===== config.mk =====
export PLATFORM = sky130hd
export DESIGN_NAME = mem_bus_arbiter
export DESIGN_NICKNAME = d
export VERILOG_FILES = /design/src/rtl/mem_bus_arbiter.sv
export SDC_FILE = /design/constraint.sdc
export NUM_CORES = 1
export LEC_CHECK = 0
export ABC_AREA = 1
export BUFFER_PORTS_ARGS = -buffer_cell sky130_fd_sc_hd__buf_2
export CELL_PAD_IN_SITES_DETAIL_PLACEMENT = 1
export CELL_PAD_IN_SITES_GLOBAL_PLACEMENT = 1
export CORE_AREA = 8 8 205 207
export CTS_CLUSTER_SIZE = 28
export DETAILED_ROUTE_END_ITERATION = 8
export DIE_AREA = 0 0 213 215
export GPL_ROUTABILITY_DRIVEN = 0
export PLACE_DENSITY_LB_ADDON = 0.1
export SYNTH_ARGS = -nofsm -noshare
export SYNTH_HDL_FRONTEND = slang
export SYNTH_SLANG_ARGS = --single-unit

===== constraint.sdc =====
create_clock -name clk -period 1.65 [get_ports clk]
set_input_delay 0.33 -clock clk [delete_from_list [all_inputs] [get_ports clk]]
set_output_delay 0.33 -clock clk [all_outputs]
set_load 0.05 [all_outputs]

===== src/rtl/mem_bus_arbiter.sv =====
// Two-requester memory bus arbiter: dbus has priority, an aging counter keeps ibus from starving.
// The winner's request is latched for the downstream bus, and the completion is routed back to the owner.
module mem_bus_arbiter #(
  parameter int unsigned AGE_LIMIT = 4,
  parameter int unsigned ADDR_W    = 64,
  parameter int unsigned DATA_W    = 64
) (
  input  logic                  clk,
  input  logic                  reset,
  input  logic                  i_valid,
  input  logic [ADDR_W-1:0]     i_addr,
  input  logic [2:0]            i_size,
  output logic                  i_data_ok,
  output logic [DATA_W-1:0]     i_rdata,
  input  logic                  d_valid,
  input  logic [ADDR_W-1:0]     d_addr,
  input  logic [2:0]            d_size,
  input  logic [DATA_W/8-1:0]   d_strobe,
  input  logic [DATA_W-1:0]     d_wdata,
  output logic                  d_data_ok,
  output logic [DATA_W-1:0]     d_rdata,
  output logic                  c_valid,
  output logic [ADDR_W-1:0]     c_addr,
  output logic [2:0]            c_size,
  output logic [DATA_W/8-1:0]   c_strobe,
  output logic [DATA_W-1:0]     c_wdata,
  input  logic                  c_done,
  input  logic [DATA_W-1:0]     c_rdata,
  output logic                  busy,
  output logic                  owner
);

  localparam int unsigned STRB_W = DATA_W / 8;
  localparam int unsigned AGE_W  = 4;
  localparam logic [AGE_W-1:0] AGE_MAX = AGE_W'(AGE_LIMIT);

  typedef enum logic {IDLE, BUSY} state_t;

  state_t              state_q, state_d;
  logic [AGE_W-1:0]    age_q, age_d;
  logic                owner_q, owner_d;
  logic [ADDR_W-1:0]   addr_q, addr_d;
  logic [2:0]          size_q, size_d;
  logic [STRB_W-1:0]   strobe_q, strobe_d;
  logic [DATA_W-1:0]   wdata_q, wdata_d;
  logic                d_win, i_win, done_c;

  always_ff @(posedge clk) begin
    if (!reset) begin
      state_q  <= IDLE;
      age_q    <= '0;
      owner_q  <= 1'b0;
      addr_q   <= '0;
      size_q   <= '0;
      strobe_q <= '0;
      wdata_q  <= '0;
    end else begin
      state_q  <= state_d;
      age_q    <= age_d;
      owner_q  <= owner_d;
      addr_q   <= addr_d;
      size_q   <= size_d;
      strobe_q <= strobe_d;
      wdata_q  <= wdata_d;
    end
  end

  // Arbitration, request latching and completion routing.
  always_comb begin
    state_d   = state_q;
    age_d     = age_q;
    owner_d   = owner_q;
    addr_d    = addr_q;
    size_d    = size_q;
    strobe_d  = strobe_q;
    wdata_d   = wdata_q;
    d_win     = 1'b0;
    i_win     = 1'b0;
    done_c    = 1'b0;
    i_data_ok = 1'b0;
    d_data_ok = 1'b0;
    i_rdata   = '0;
    d_rdata   = '0;

    case (state_q)
      IDLE: begin
        d_win = d_valid && !(i_valid && (age_q == AGE_MAX));
        i_win = !d_win && i_valid;
        if (d_win) begin
          state_d  = BUSY;
          owner_d  = 1'b1;
          addr_d   = d_addr;
          size_d   = d_size;
          strobe_d = d_strobe;
          wdata_d  = d_wdata;
          if (i_valid && (age_q != AGE_MAX)) age_d = age_q + AGE_W'(1);
        end else if (i_win) begin
          state_d  = BUSY;
          owner_d  = 1'b0;
          addr_d   = i_addr;
          size_d   = i_size;
          strobe_d = '0;
          wdata_d  = '0;
          age_d    = '0;
        end
      end
      BUSY: begin
        done_c = c_done;
        if (c_done) state_d = IDLE;
      end
      default: state_d = IDLE;
    endcase

    // A requester that already dropped valid gets no pulse; the store still completes.
    if (done_c && owner_q) begin
      d_data_ok = d_valid;
      d_rdata   = c_rdata;
    end else if (done_c && !owner_q) begin
      i_data_ok = i_valid;
      i_rdata   = c_rdata;
    end
  end

  assign busy     = (state_q == BUSY);
  assign c_valid  = (state_q == BUSY);
  assign owner    = owner_q;
  assign c_addr   = addr_q;
  assign c_size   = size_q;
  assign c_strobe = strobe_q;
  assign c_wdata  = wdata_q;

endmodule


== Yosys cells after proc, flatten, opt, wreduce, memory -nomap -nowiden ==
Cells that the tools add are included.

* Bits of input ports: 275
* Word-level logic and storage cells: 48
* Register bits after elaboration: 145

* Multiplexer cells: 24
* Reductions and logical operators: 12
* Bitwise logic cells: 1
* Equal/unequal tests: 3
* Add/sub/neg operators: 1

{| class="wikitable"
|+ Operators by type and width
! operator !! number
|-
| 64-bit 2-to-1 mux || 7
|-
| 8-bit 2-to-1 mux || 2
|-
| 4-bit 2-to-1 mux || 3
|-
| 1-bit 2-to-1 mux || 9
|-
| 1-bit logical AND || 6
|-
| 3-bit 2-to-1 mux || 2
|-
| 4-bit by 1-bit adder with 4-bit output, second input constant || 1
|-
| 4-bit by 3-bit equality test with 1-bit output, second input constant || 1
|-
| 4-bit by 3-bit != test with 1-bit output, second input constant || 1
|-
| 1-bit logical NOT || 3
|-
| 3-bit AND reduction || 1
|-
| 2-bit by 1-bit != test with 1-bit output, second input constant || 1
|-
| 1-bit one-hot mux with 2 select lines || 1
|-
| 2-bit AND reduction || 1
|-
| 2-bit nonzero test || 1
|-
| 1-bit NOT || 1
|}

== Depth between registers and ports, before layout ==
Gate-level depths: netlist (run 1).

* Depth in word-level cells: 9
* Gate-level depth with buffers: 12
* Mapped depth without buffers: 10

== Worst setup path after synthesis (run 1) ==
Ideal clock, no wire load.

* Path type: register to output
* Start point: register state_q, in the netlist busy
* End point: output port d_rdata[13]
* Stages on the path, launching flop included: 5
* Data arrival time: 1.942 ns
* Required time: 1.320 ns
* Slack: -0.622 ns
* Path through: dfxtp_1 -> nand3_1 -> clkbuf_1 -> clkbuf_1 -> nor2_1

* Cells in the longest elaborated chain, start to end: 3

{| class="wikitable"
|+ RTL lines
! item !! RTL line !! text
|-
| start: declaration || 39 || <nowiki>state_t state_q, state_d;</nowiki>
|-
| start signal: assignment || 58 || <nowiki>state_q <= state_d;</nowiki>
|-
| 1-bit 2-to-1 mux || 85 || <nowiki>case (state_q)</nowiki>
|-
| 1-bit logical AND || 115 || <nowiki>if (done_c && owner_q) begin</nowiki>
|-
| 64-bit 2-to-1 mux || 115 ||
|-
| end: declaration || 21 || <nowiki>output logic [DATA_W-1:0] d_rdata,</nowiki>
|}

No other way between the ends.

== Final worst setup path (run 1) ==
* Start point: register owner_q, in the netlist owner
* End point: output port i_rdata[30]

* Cells in the longest elaborated chain, start to end: 4
* Elaborated cells between the ends (all ways): 5
* Classes of those cells: mux (2); reduce/logical (3)

{| class="wikitable"
|+ RTL lines
! item !! RTL line !! text
|-
| start: declaration || 41 || <nowiki>logic owner_q, owner_d;</nowiki>
|-
| start signal: assignment || 60 || <nowiki>owner_q <= owner_d;</nowiki>
|-
| 1-bit logical NOT || 118 || <nowiki>end else if (done_c && !owner_q) begin</nowiki>
|-
| 1-bit logical AND || 118 ||
|-
| 64-bit 2-to-1 mux || 118 ||
|-
| 64-bit 2-to-1 mux (*) || 115 ||
|-
| end: declaration || 14 || <nowiki>output logic [DATA_W-1:0] i_rdata,</nowiki>
|}

Mark *: on every way between the ends. The rest lies on a longest branch, timed or not.

==> metrics.txt, run 1 <==
# TYPE chip_impl_metric gauge
chip_impl_info{name="status",value="finished, violations left"} 1
chip_impl_info{name="violations",value="negative setup slack"} 1
chip_impl_metric{name="synth.cell_area",unit="um^2"} 7358
chip_impl_metric{name="finalSetupViolCount",unit=""} 130
chip_impl_metric{name="cellPowerDensity",unit="nW/um^2"} 874.5
chip_impl_metric{name="reg2reg_depth",unit=""} 8
chip_impl_metric{name="grt_first_pass_wirelength",unit="um"} 64830
chip_impl_metric{name="crit_path_max_fanout",unit=""} 32
chip_impl_metric{name="detail_route.wl_per_cell",unit="um"} 21.04
chip_impl_info{name="mostFrequentLayoutCells",value="buf_2 (414), nand2_1 (214), nor2_1 (142)"} 1
chip_impl_metric{name="hold_depth",unit=""} 3
chip_impl_info{name="mostFrequentLayoutCell",value="buf_2"} 1
chip_impl_metric{name="post_cts_hold_buffer_count",unit=""} 0
chip_impl_info{name="clk_root_buffer_cell",value="clkbuf_16"} 1
chip_impl_metric{name="critPathRequiredTime",unit="ns"} 1.32
chip_impl_metric{name="floorplan.io_pins",unit=""} 547
chip_impl_metric{name="grt_antenna_before_repair",unit=""} 18
chip_impl_metric{name="clock_latency",unit="ns"} 0.43
chip_impl_info{name="min-delay-start",value="d_wdata[63]"} 1
chip_impl_metric{name="chipWidth",unit="um"} 213
chip_impl_metric{name="power.total",unit="W"} 0.01234
chip_impl_info{name="netlist_top_cells_area",value="dfxtp_1 (39%), nor2_1 (14%), nand2_1 (11%)"} 1
chip_impl_metric{name="max-vdd-ir-drop",unit="uV"} 676.5
chip_impl_info{name="rsz_0062_raised_after_global_routing",value="true"} 1
chip_impl_metric{name="areaGrowthSynthToFinish",unit="%"} 91.72
chip_impl_metric{name="post-route-worst-setup-slack",unit="ns"} -0.3793
chip_impl_metric{name="post_placement_setup_slack",unit="ns"} -0.05704
chip_impl_metric{name="cts-buffers-inserted",unit=""} 17
chip_impl_metric{name="synth_top_cell_area_share",unit="%"} 39.45
chip_impl_metric{name="floorplan.die_area",unit="um^2"} 45800
chip_impl_metric{name="drive_above_1_share",unit="%"} 46.53
chip_impl_metric{name="syn-num-nets",unit=""} 1439
chip_impl_metric{name="final_antenna_net_count",unit=""} 0
chip_impl_metric{name="synth-warning-count",unit=""} 0
chip_impl_info{name="worstSetupStartpointType",value="register"} 1
chip_impl_metric{name="r2r_slack",unit="ns"} 0.10
chip_impl_metric{name="final.setup_skew",unit="ns"} 0.01114
chip_impl_metric{name="power_leakage",unit="nW"} 7.238
chip_impl_metric{name="cts_num_sinks",unit=""} 145
chip_impl_metric{name="nFillCells",unit=""} 4772
chip_impl_metric{name="totalWireLength",unit="um"} 47320
chip_impl_metric{name="max-slew-margin-rel",unit="%"} 72.58
chip_impl_info{name="cpMaxStageDelayCell",value="dfxtp_4"} 1
chip_impl_metric{name="dr_total_vias",unit=""} 9825
chip_impl_metric{name="path_clk_slew",unit="ns"} 0.07
chip_impl_info{name="worstPathCellList",value="nand3b_1 > buf_4 > buf_12 > nor2_2 > buf_6"} 1
chip_impl_info{name="cts_tree",value="built"} 1
chip_impl_metric{name="drt_iter0_drc",unit=""} 333
chip_impl_info{name="critical_path.reg2reg.endpoint",value="c_addr[35]$_SDFFE_PN0P_"} 1
chip_impl_metric{name="arrival_worst_endpoint",unit="ns"} 1.70
chip_impl_info{name="worstReg2RegStart",value="busy$_SDFF_PN0_"} 1
chip_impl_metric{name="fmax",unit="MHz"} 492.8
chip_impl_metric{name="final.setup.tns",unit="ns"} -35.12
chip_impl_info{name="critical_path_class",value="reg -> out"} 1
chip_impl_metric{name="yosysSeqAreaShare",unit="%"} 39.45
chip_impl_metric{name="clk_path_buf_depth",unit=""} 2
chip_impl_metric{name="layout.core_utilization",unit="%"} 36.17
chip_impl_metric{name="postSynthAreaPerCell",unit="um^2"} 6.332
chip_impl_metric{name="ys_ff_latch",unit=""} 145
chip_impl_metric{name="detailedRoute.firstPassIterationCount",unit=""} 4
chip_impl_metric{name="track_usage",unit="%"} 18.57
chip_impl_metric{name="critPathMaxStageDelay",unit="ns"} 0.36
chip_impl_metric{name="synthCells",unit=""} 1162
chip_impl_info{name="worst_setup_path_end_kind",value="output pin"} 1
chip_impl_metric{name="grt_overflow_total",unit=""} 0
chip_impl_metric{name="final_max_slew_viol_count",unit=""} 0
chip_impl_info{name="dominant_cell_type_by_area_after_synthesis",value="dfxtp_1"} 1
chip_impl_metric{name="remaining_drc_errors",unit=""} 0
chip_impl_metric{name="fin_nets",unit=""} 1980
chip_impl_metric{name="start_util",unit="%"} 18.87
chip_impl_metric{name="grt_max_degree",unit=""} 78
chip_impl_metric{name="coreArea",unit="um^2"} 39000
chip_impl_metric{name="synth_cell_type_count",unit=""} 22
chip_impl_metric{name="worstMarginPinSlew",unit="ns"} 0.4112
chip_impl_metric{name="cap_viol_max_count",unit=""} 0
chip_impl_metric{name="min_period",unit="ns"} 2.029
chip_impl_metric{name="final_cycle_share",unit="%"} 123.0
chip_impl_info{name="min_path_type",value="in -> reg"} 1
chip_impl_metric{name="per_cell_via_count_in_the_routed_design",unit=""} 4.369
chip_impl_metric{name="cts_max_level",unit=""} 4
chip_impl_metric{name="die_h",unit="um"} 215
chip_impl_metric{name="detailed_place_hpwl",unit="um"} 33680
chip_impl_info{name="hold_path_end",value="c_wdata[63]$_SDFFE_PN0P_"} 1
chip_impl_metric{name="portBuffers",unit=""} 546
chip_impl_metric{name="via_count_of_the_first_global_routing_pass",unit=""} 9923
chip_impl_metric{name="std_cell_rows",unit=""} 73
chip_impl_metric{name="timing.final.hold_violations",unit=""} 0
through the flow:
stage                     area [um^2]  hold slack [ns]  cells
after floorplan                  7949           0.4698   1162
after global placement          11560           0.4489   2176
after detailed placement        11560           0.4530   2176
after CTS                       13570           0.1322   2225
after global routing            14110           0.1478   2249
final                           14110           0.1659   2249
layer usage:
layer / up-vias / global-route usage, % / part of all wire [%]
met5: - / 0 / 0.27
met4: 18 / 6.098 / 2.0
met3: 62 / 7.597 / 9.2
met2: 339 / 32.94 / 51
met1: 4667 / 19.62 / 38
li1: 4739 / - / -
final cells by class:
class | instances | area [um^2] | share of cell area [%]
clock inverters | 11 | 198.9 | 1.410
repair buffers | 620 | 5126 | 36.34
well taps | 525 | 656.9 | 4.656
clock buffers | 20 | 457.9 | 3.246
flip-flops and latches | 145 | 2913 | 20.65
diodes | 9 | 22.52 | 0.1596
multi-input cells | 779 | 4197 | 29.75
inverters | 140 | 535.5 | 3.796
critical path: cells and delay by family, from the launching register on:
kind,cells,cell delay [ns]
buffers and inverters,3,0.50
flip-flops,1,0.36
AND/OR/NAND/NOR,2,0.35
cells by family after synthesis:
kind of cell	count (synthesis)	synth area share (%)
AOI/OAI and AO/OA	76	5.169
xor gates and xnor gates	2	0.2381
adders and majority gates	2	0.3400
and+or+nand+nor	699	40.59
buffers and inverters	238	14.22
DFF	145	39.45
worst max-delay path by stage:
stage	startpoint	depth (start not counted)	slack [ns]	end
after floorplan	owner$_SDFFE_PN0P_	4	-0.22	i_rdata[13]
after global placement	c_done	5	-0.03	i_rdata[63]
after detailed placement	c_done	5	-0.06	i_rdata[63]
after CTS	owner$_SDFFE_PN0P_	5	-0.37	i_rdata[25]
after global routing	owner$_SDFFE_PN0P_	5	-0.45	i_rdata[31]
final	owner$_SDFFE_PN0P_	5	-0.38	i_rdata[30]
where the power goes:
group / total (W) / internal (W) / switching (W)
registers: 0.00392 / 0.00378 / 0.000143
clock network: 0.00442 / 0.00279 / 0.00164
logic: 0.00399 / 0.00129 / 0.00270
total: 0.0123 / 0.00786 / 0.00448
synthesized netlist by cell type, drive strengths merged:
master and number:
a21oi 74, o21ai 2, nand4 72, nand3b 1
nand3 137, ha 2, inv 139, buf 53
clkbuf 45, xor2 1, nand2 217, clkinv 1
dfxtp 145, xnor2 1, nor2 272
flip-flops by register name (all words and copies together) (netlist names):
register,flops
c_addr,64
c_wdata,64
c_strobe,8
age_q,4
c_size,3
busy,1
owner,1
repair_timing:
| item | 4_1_cts | 5_1_grt |
|---|---|---|
| gates cloned | 6 | 15 |
| endpoints found under the setup margin | 130 | 198 |
| setup buffers | 13 | 6 |
| pin swaps | 11 | 12 |
| gates resized for setup | 315 | 50 |
Power figures use the tool's default switching activity.
==> inputs of run 2 (changes only) <==
- ABC_CLOCK_PERIOD_IN_PS: unset -> 1650
- TNS_END_PERCENT: unset -> 5
==> metrics.txt, run 2 (same netlist as run 1, synthesis figures left out) <==
# TYPE chip_impl_metric gauge
chip_impl_metric{name="critPathRequiredTime",unit="ns"} 1.32
chip_impl_metric{name="clk_path_buf_depth",unit=""} 2
chip_impl_info{name="worst_setup_path_end_kind",value="output pin"} 1
chip_impl_metric{name="track_usage",unit="%"} 18.45
chip_impl_metric{name="std_cell_rows",unit=""} 73
chip_impl_metric{name="grt_antenna_before_repair",unit=""} 10
chip_impl_metric{name="final.setup_skew",unit="ns"} 0.006735
chip_impl_metric{name="cap_viol_max_count",unit=""} 0
chip_impl_info{name="worstSetupStartpointType",value="register"} 1
chip_impl_metric{name="final_cycle_share",unit="%"} 118.3
chip_impl_metric{name="drt_iter0_drc",unit=""} 326
chip_impl_metric{name="drive_above_1_share",unit="%"} 45.29
chip_impl_metric{name="remaining_drc_errors",unit=""} 0
chip_impl_metric{name="cts_num_sinks",unit=""} 145
chip_impl_metric{name="detailedRoute.firstPassIterationCount",unit=""} 4
chip_impl_metric{name="hold_depth",unit=""} 3
chip_impl_metric{name="dr_total_vias",unit=""} 9541
chip_impl_metric{name="clock_latency",unit="ns"} 0.44
chip_impl_metric{name="post_placement_setup_slack",unit="ns"} -0.01854
chip_impl_info{name="rsz_0062_raised_after_global_routing",value="true"} 1
chip_impl_metric{name="path_clk_slew",unit="ns"} 0.06
chip_impl_metric{name="finalSetupViolCount",unit=""} 130
chip_impl_info{name="cpMaxStageDelayCell",value="dfxtp_4"} 1
chip_impl_metric{name="cts-buffers-inserted",unit=""} 17
chip_impl_metric{name="grt_max_degree",unit=""} 95
chip_impl_metric{name="worstMarginPinSlew",unit="ns"} 0.5560
chip_impl_metric{name="portBuffers",unit=""} 546
chip_impl_metric{name="crit_path_max_fanout",unit=""} 18
chip_impl_metric{name="min_period",unit="ns"} 1.952
chip_impl_metric{name="detailed_place_hpwl",unit="um"} 33850
chip_impl_metric{name="start_util",unit="%"} 18.87
chip_impl_metric{name="totalWireLength",unit="um"} 43660
chip_impl_metric{name="coreArea",unit="um^2"} 39000
chip_impl_info{name="critPathLaunch",value="owner$_SDFFE_PN0P_"} 1
chip_impl_metric{name="arrival_worst_endpoint",unit="ns"} 1.62
chip_impl_metric{name="per_cell_via_count_in_the_routed_design",unit=""} 4.302
chip_impl_metric{name="number_of_instances_in_the_placed_design",unit=""} 2179
chip_impl_info{name="worstReg2RegStart",value="age_q[1]$_SDFFE_PN0P_"} 1
chip_impl_metric{name="fmax",unit="MHz"} 512.4
chip_impl_metric{name="power_leakage",unit="nW"} 6.860
chip_impl_info{name="cts_tree",value="built"} 1
chip_impl_metric{name="instances_no_fill",unit=""} 2218
chip_impl_metric{name="fin_nets",unit=""} 1953
chip_impl_metric{name="r2r_slack",unit="ns"} 0.09
chip_impl_metric{name="detail_route.wl_per_cell",unit="um"} 19.68
chip_impl_metric{name="layout.core_utilization",unit="%"} 33.67
chip_impl_info{name="hold_path_end",value="c_wdata[8]$_SDFFE_PN0P_"} 1
chip_impl_metric{name="grt_overflow_total",unit=""} 0
chip_impl_metric{name="post-route-worst-setup-slack",unit="ns"} -0.3016
chip_impl_metric{name="via_count_of_the_first_global_routing_pass",unit=""} 10210
chip_impl_info{name="violations",value="negative setup slack"} 1
chip_impl_info{name="min_path_type",value="in -> reg"} 1
chip_impl_metric{name="areaGrowthSynthToFinish",unit="%"} 78.44
chip_impl_info{name="worstPathCellList",value="nand3b_1 > buf_6 > buf_12 > nor2_4 > buf_8"} 1
chip_impl_metric{name="post_cts_hold_buffer_count",unit=""} 0
chip_impl_info{name="clk_root_buffer_cell",value="clkbuf_16"} 1
chip_impl_metric{name="floorplan.die_area",unit="um^2"} 45800
chip_impl_metric{name="nFillCells",unit=""} 4881
chip_impl_metric{name="power.total",unit="W"} 0.01158
chip_impl_metric{name="cellPowerDensity",unit="nW/um^2"} 882.2
chip_impl_metric{name="final.setup.tns",unit="ns"} -26.65
chip_impl_info{name="status",value="finished, violations left"} 1
chip_impl_metric{name="final_max_slew_viol_count",unit=""} 0
chip_impl_info{name="critical_path.reg2reg.endpoint",value="c_wdata[7]$_SDFFE_PN0P_"} 1
chip_impl_metric{name="floorplan.io_pins",unit=""} 547
chip_impl_metric{name="cts_max_level",unit=""} 4
chip_impl_info{name="critical_path_class",value="reg -> out"} 1
chip_impl_metric{name="final_antenna_net_count",unit=""} 0
chip_impl_metric{name="max-slew-margin-rel",unit="%"} 62.94
chip_impl_metric{name="critPathMaxStageDelay",unit="ns"} 0.36
chip_impl_metric{name="grt_first_pass_wirelength",unit="um"} 64740
chip_impl_metric{name="chipWidth",unit="um"} 213
chip_impl_metric{name="reg2reg_depth",unit=""} 9
chip_impl_metric{name="timing.final.hold_violations",unit=""} 0
chip_impl_metric{name="max-vdd-ir-drop",unit="uV"} 476.9
chip_impl_info{name="min-delay-start",value="d_wdata[8]"} 1
chip_impl_metric{name="die_h",unit="um"} 215
chip_impl_info{name="mostFrequentLayoutCells",value="buf_2 (415), nand2_1 (214), nor2_1 (146)"} 1
chip_impl_info{name="mostFrequentLayoutCell",value="buf_2"} 1
run 2: cell count changes in the layout (fill, tap and decap cells not counted), sizes merged:
cell	previous run	this run
inv	143	140
clkinv	3	4
clkbuf	33	23
bufinv	5	3
buf	607	593
diode	9	6
run 2: final cells by class:
type / count / area (um^2) / area share (%)
diodes: 6 / 15.01 / 0.1144
clock buffers: 23 / 457.9 / 3.488
clock inverters: 7 / 110.1 / 0.8386
inverters: 140 / 533.0 / 4.059
multi-input cells: 779 / 4009 / 30.53
flip-flops and latches: 145 / 2913 / 22.18
well taps: 525 / 656.9 / 5.003
repair buffers: 593 / 4436 / 33.78
run 2: per-layer routing:
layer / global-route usage (%) / up-vias / wire length, um
li1: - / 4669 / -
met1: 19.57 / 4553 / 16580
met2: 34.02 / 286 / 22950
met3: 6.957 / 25 / 3675
met4: 3.958 / 8 / 406
met5: 0 / - / 46
run 2: worst max-delay path by stage:
| stage | endpoint | slack, ns | cells past startpoint |
|---|---|---|---|
| finish | i_rdata[17] | -0.30 | 5 |
| CTS | i_rdata[17] | -0.35 | 5 |
| detailed placement | i_rdata[6] | -0.02 | 5 |
| floorplan | i_rdata[13] | -0.22 | 4 |
| global placement | i_rdata[12] | 0.007 | 5 |
| global route | i_rdata[3] | -0.38 | 5 |
run 2: stage by stage:
step	cell area, um^2	hold slack (ns)
2_1_floorplan	7645	0.4698
3_3_place_gp	11320	0.4477
3_5_place_dp	11320	0.4520
4_1_cts	12940	0.1337
5_1_grt	13120	0.1476
6_report	13130	0.1635
run 2: timing repair:
action / 4_1_cts / 5_1_grt
endpoints found under the setup margin: 130 / 214
resized for setup: 302 / 44
buffers inserted: 1 / 0
pin swaps: 2 / 2
gates cloned: 2 / 0
run 2: critical path: cells and delay by family, from the launching register on:
family	cells	cell delay (ns)
buffers and inverters	3	0.50
flip-flops	1	0.36
AND/OR/NAND/NOR	2	0.30
run 2: report_power, final:
| group | total (W) | internal (W) | switching [W] |
|---|---|---|---|
| sequential | 0.00392 | 0.00378 | 0.000138 |
| combinational | 0.00373 | 0.00113 | 0.00261 |
| clock | 0.00393 | 0.00239 | 0.00154 |
| total | 0.0116 | 0.00730 | 0.00429 |
==> inputs of run 3 (changes only) <==
- SKIP_CTS_REPAIR_TIMING: unset -> 1
==> metrics.txt, run 3 (same netlist as run 1, synthesis figures left out) <==
# TYPE chip_impl_metric gauge
chip_impl_info{name="status",value="finished, violations left"} 1
chip_impl_info{name="violations",value="negative setup slack"} 1
chip_impl_info{name="worstPathCellList",value="nand3b_1 > buf_6 > nor2_1 > clkbuf_4"} 1
chip_impl_metric{name="max-slew-margin-rel",unit="%"} 63.26
chip_impl_metric{name="coreArea",unit="um^2"} 39000
chip_impl_metric{name="detailedRoute.firstPassIterationCount",unit=""} 4
chip_impl_info{name="hold_path_end",value="c_wdata[3]$_SDFFE_PN0P_"} 1
chip_impl_info{name="worst_setup_path_end_kind",value="output pin"} 1
chip_impl_metric{name="start_util",unit="%"} 18.87
chip_impl_metric{name="critPathRequiredTime",unit="ns"} 1.32
chip_impl_metric{name="grt_antenna_before_repair",unit=""} 9
chip_impl_metric{name="via_count_of_the_first_global_routing_pass",unit=""} 10020
chip_impl_metric{name="cts_max_level",unit=""} 4
chip_impl_metric{name="fin_nets",unit=""} 1950
chip_impl_metric{name="fmax",unit="MHz"} 501.3
chip_impl_metric{name="min_period",unit="ns"} 1.995
chip_impl_metric{name="drt_iter0_drc",unit=""} 331
chip_impl_info{name="critical_path_class",value="reg -> out"} 1
chip_impl_metric{name="path_clk_slew",unit="ns"} 0.06
chip_impl_metric{name="reg2reg_depth",unit=""} 9
chip_impl_metric{name="hold_depth",unit=""} 3
chip_impl_metric{name="grt_first_pass_wirelength",unit="um"} 62930
chip_impl_metric{name="hold_slack",unit="ns"} 0.1648
chip_impl_metric{name="finalSetupViolCount",unit=""} 130
chip_impl_metric{name="post-route-worst-setup-slack",unit="ns"} -0.3448
chip_impl_metric{name="portBuffers",unit=""} 546
chip_impl_metric{name="final_max_slew_viol_count",unit=""} 0
chip_impl_metric{name="final.setup_skew",unit="ns"} 0.006758
chip_impl_metric{name="totalWireLength",unit="um"} 42990
chip_impl_metric{name="timing.final.hold_violations",unit=""} 0
chip_impl_info{name="mostFrequentLayoutCell",value="buf_2"} 1
chip_impl_metric{name="final_cycle_share",unit="%"} 120.9
chip_impl_metric{name="die_h",unit="um"} 215
chip_impl_metric{name="r2r_slack",unit="ns"} 0.10
chip_impl_metric{name="std_cell_rows",unit=""} 73
chip_impl_metric{name="max-vdd-ir-drop",unit="uV"} 476.2
chip_impl_info{name="worstReg2RegStart",value="age_q[1]$_SDFFE_PN0P_"} 1
chip_impl_metric{name="grt_overflow_total",unit=""} 0
chip_impl_info{name="min-delay-start",value="d_wdata[3]"} 1
chip_impl_metric{name="track_usage",unit="%"} 17.88
chip_impl_metric{name="dr_total_vias",unit=""} 9524
chip_impl_metric{name="power.total",unit="W"} 0.01148
chip_impl_metric{name="detail_route.wl_per_cell",unit="um"} 19.42
chip_impl_metric{name="final_antenna_net_count",unit=""} 0
chip_impl_info{name="mostFrequentLayoutCells",value="buf_2 (415), nand2_1 (214), nor2_1 (162)"} 1
chip_impl_info{name="critical_path.reg2reg.endpoint",value="c_wdata[15]$_SDFFE_PN0P_"} 1
chip_impl_metric{name="floorplan.die_area",unit="um^2"} 45800
chip_impl_metric{name="instances_no_fill",unit=""} 2214
chip_impl_metric{name="drive_above_1_share",unit="%"} 44.30
chip_impl_metric{name="grt_max_degree",unit=""} 95
chip_impl_metric{name="final.setup.tns",unit="ns"} -28.79
chip_impl_metric{name="worstMarginPinSlew",unit="ns"} 0.5512
chip_impl_metric{name="power_leakage",unit="nW"} 6.765
chip_impl_metric{name="remaining_drc_errors",unit=""} 0
chip_impl_metric{name="number_of_instances_in_the_placed_design",unit=""} 2179
chip_impl_info{name="cts_tree",value="built"} 1
chip_impl_info{name="rsz_0062_raised_after_global_routing",value="true"} 1
chip_impl_metric{name="areaGrowthSynthToFinish",unit="%"} 73.58
chip_impl_metric{name="per_cell_via_count_in_the_routed_design",unit=""} 4.302
chip_impl_metric{name="cellPowerDensity",unit="nW/um^2"} 898.5
chip_impl_metric{name="post_placement_setup_slack",unit="ns"} -0.01854
chip_impl_metric{name="detailed_place_hpwl",unit="um"} 33850
chip_impl_metric{name="cts_num_sinks",unit=""} 145
chip_impl_info{name="min_path_type",value="in -> reg"} 1
chip_impl_metric{name="chipWidth",unit="um"} 213
chip_impl_info{name="clk_root_buffer_cell",value="clkbuf_16"} 1
chip_impl_metric{name="floorplan.io_pins",unit=""} 547
chip_impl_metric{name="cts-buffers-inserted",unit=""} 17
chip_impl_metric{name="cap_viol_max_count",unit=""} 0
chip_impl_info{name="worstSetupStartpointType",value="register"} 1
chip_impl_info{name="cpMaxStageDelayCell",value="dfxtp_4"} 1
chip_impl_metric{name="clk_path_buf_depth",unit=""} 2
chip_impl_metric{name="critPathMaxStageDelay",unit="ns"} 0.36
chip_impl_metric{name="clock_latency",unit="ns"} 0.44
chip_impl_metric{name="crit_path_max_fanout",unit=""} 30
chip_impl_metric{name="arrival_worst_endpoint",unit="ns"} 1.66
## run 3: cell count changes in the layout (fill, tap and decap cells not counted), moves of 2 or more
cell      delta
buf_6       -25
buf_8        -7
nor2_4      -17
nor2_1      +16
clkbuf_4    +30
buf_16       -2
buf_12       -2
buf_4        +3
## run 3: power breakdown
part / internal (W) / total [W] / switching (W) / leakage (nW)
Sequential: 0.00378 / 0.00392 / 0.000138 / 1.20
Combinational: 0.00107 / 0.00363 / 0.00256 / 5.29
Clock: 0.00239 / 0.00393 / 0.00154 / 0.281
Total: 0.00724 / 0.0115 / 0.00424 / 6.77
## run 3: final cells by class
class | instances | area [um^2]
timing repair buffer | 590 | 4202
clock buffer | 23 | 457.9
clock inverter | 7 | 110.1
multi-input combinational | 779 | 3887
inverter | 140 | 533.0
sequential | 145 | 2913
antenna | 5 | 12.51
tap | 525 | 656.9
fill | 4915 | 26230
## run 3: worst max-delay path by stage
stage,startpoint,end,cells after the start
finish,owner$_SDFFE_PN0P_,i_rdata[6],4
global route,owner$_SDFFE_PN0P_,i_rdata[63],4
CTS,owner$_SDFFE_PN0P_,i_rdata[10],4
detailed placement,c_done,i_rdata[6],5
global placement,c_done,i_rdata[12],5
floorplan,owner$_SDFFE_PN0P_,i_rdata[13],4
## run 3: through the flow
stage          util [%]  cell area [um^2]
2_1_floorplan         -              7645
3_3_place_gp      29.03             11320
3_5_place_dp      29.03             11320
4_1_cts           30.49             11890
5_1_grt           32.72             12760
6_report          32.75             12770
## run 3: worst max-delay path: cells and delay by family (launching register included)
kind	cells	cell delay (ns)
simple gates	2	0.36
buf+inv	2	0.49
flops	1	0.36
## run 3: metal layers
| metal | up-vias | global-route usage, % | share of wire (%) |
|---|---|---|---|
| met3 | 39 | 6.433 | 8.6 |
| met2 | 307 | 33.02 | 52 |
| met4 | 8 | 3.728 | 1.3 |
| met5 | - | 0 | 0.11 |
| li1 | 4661 | - | - |
| met1 | 4509 | 19.17 | 38 |
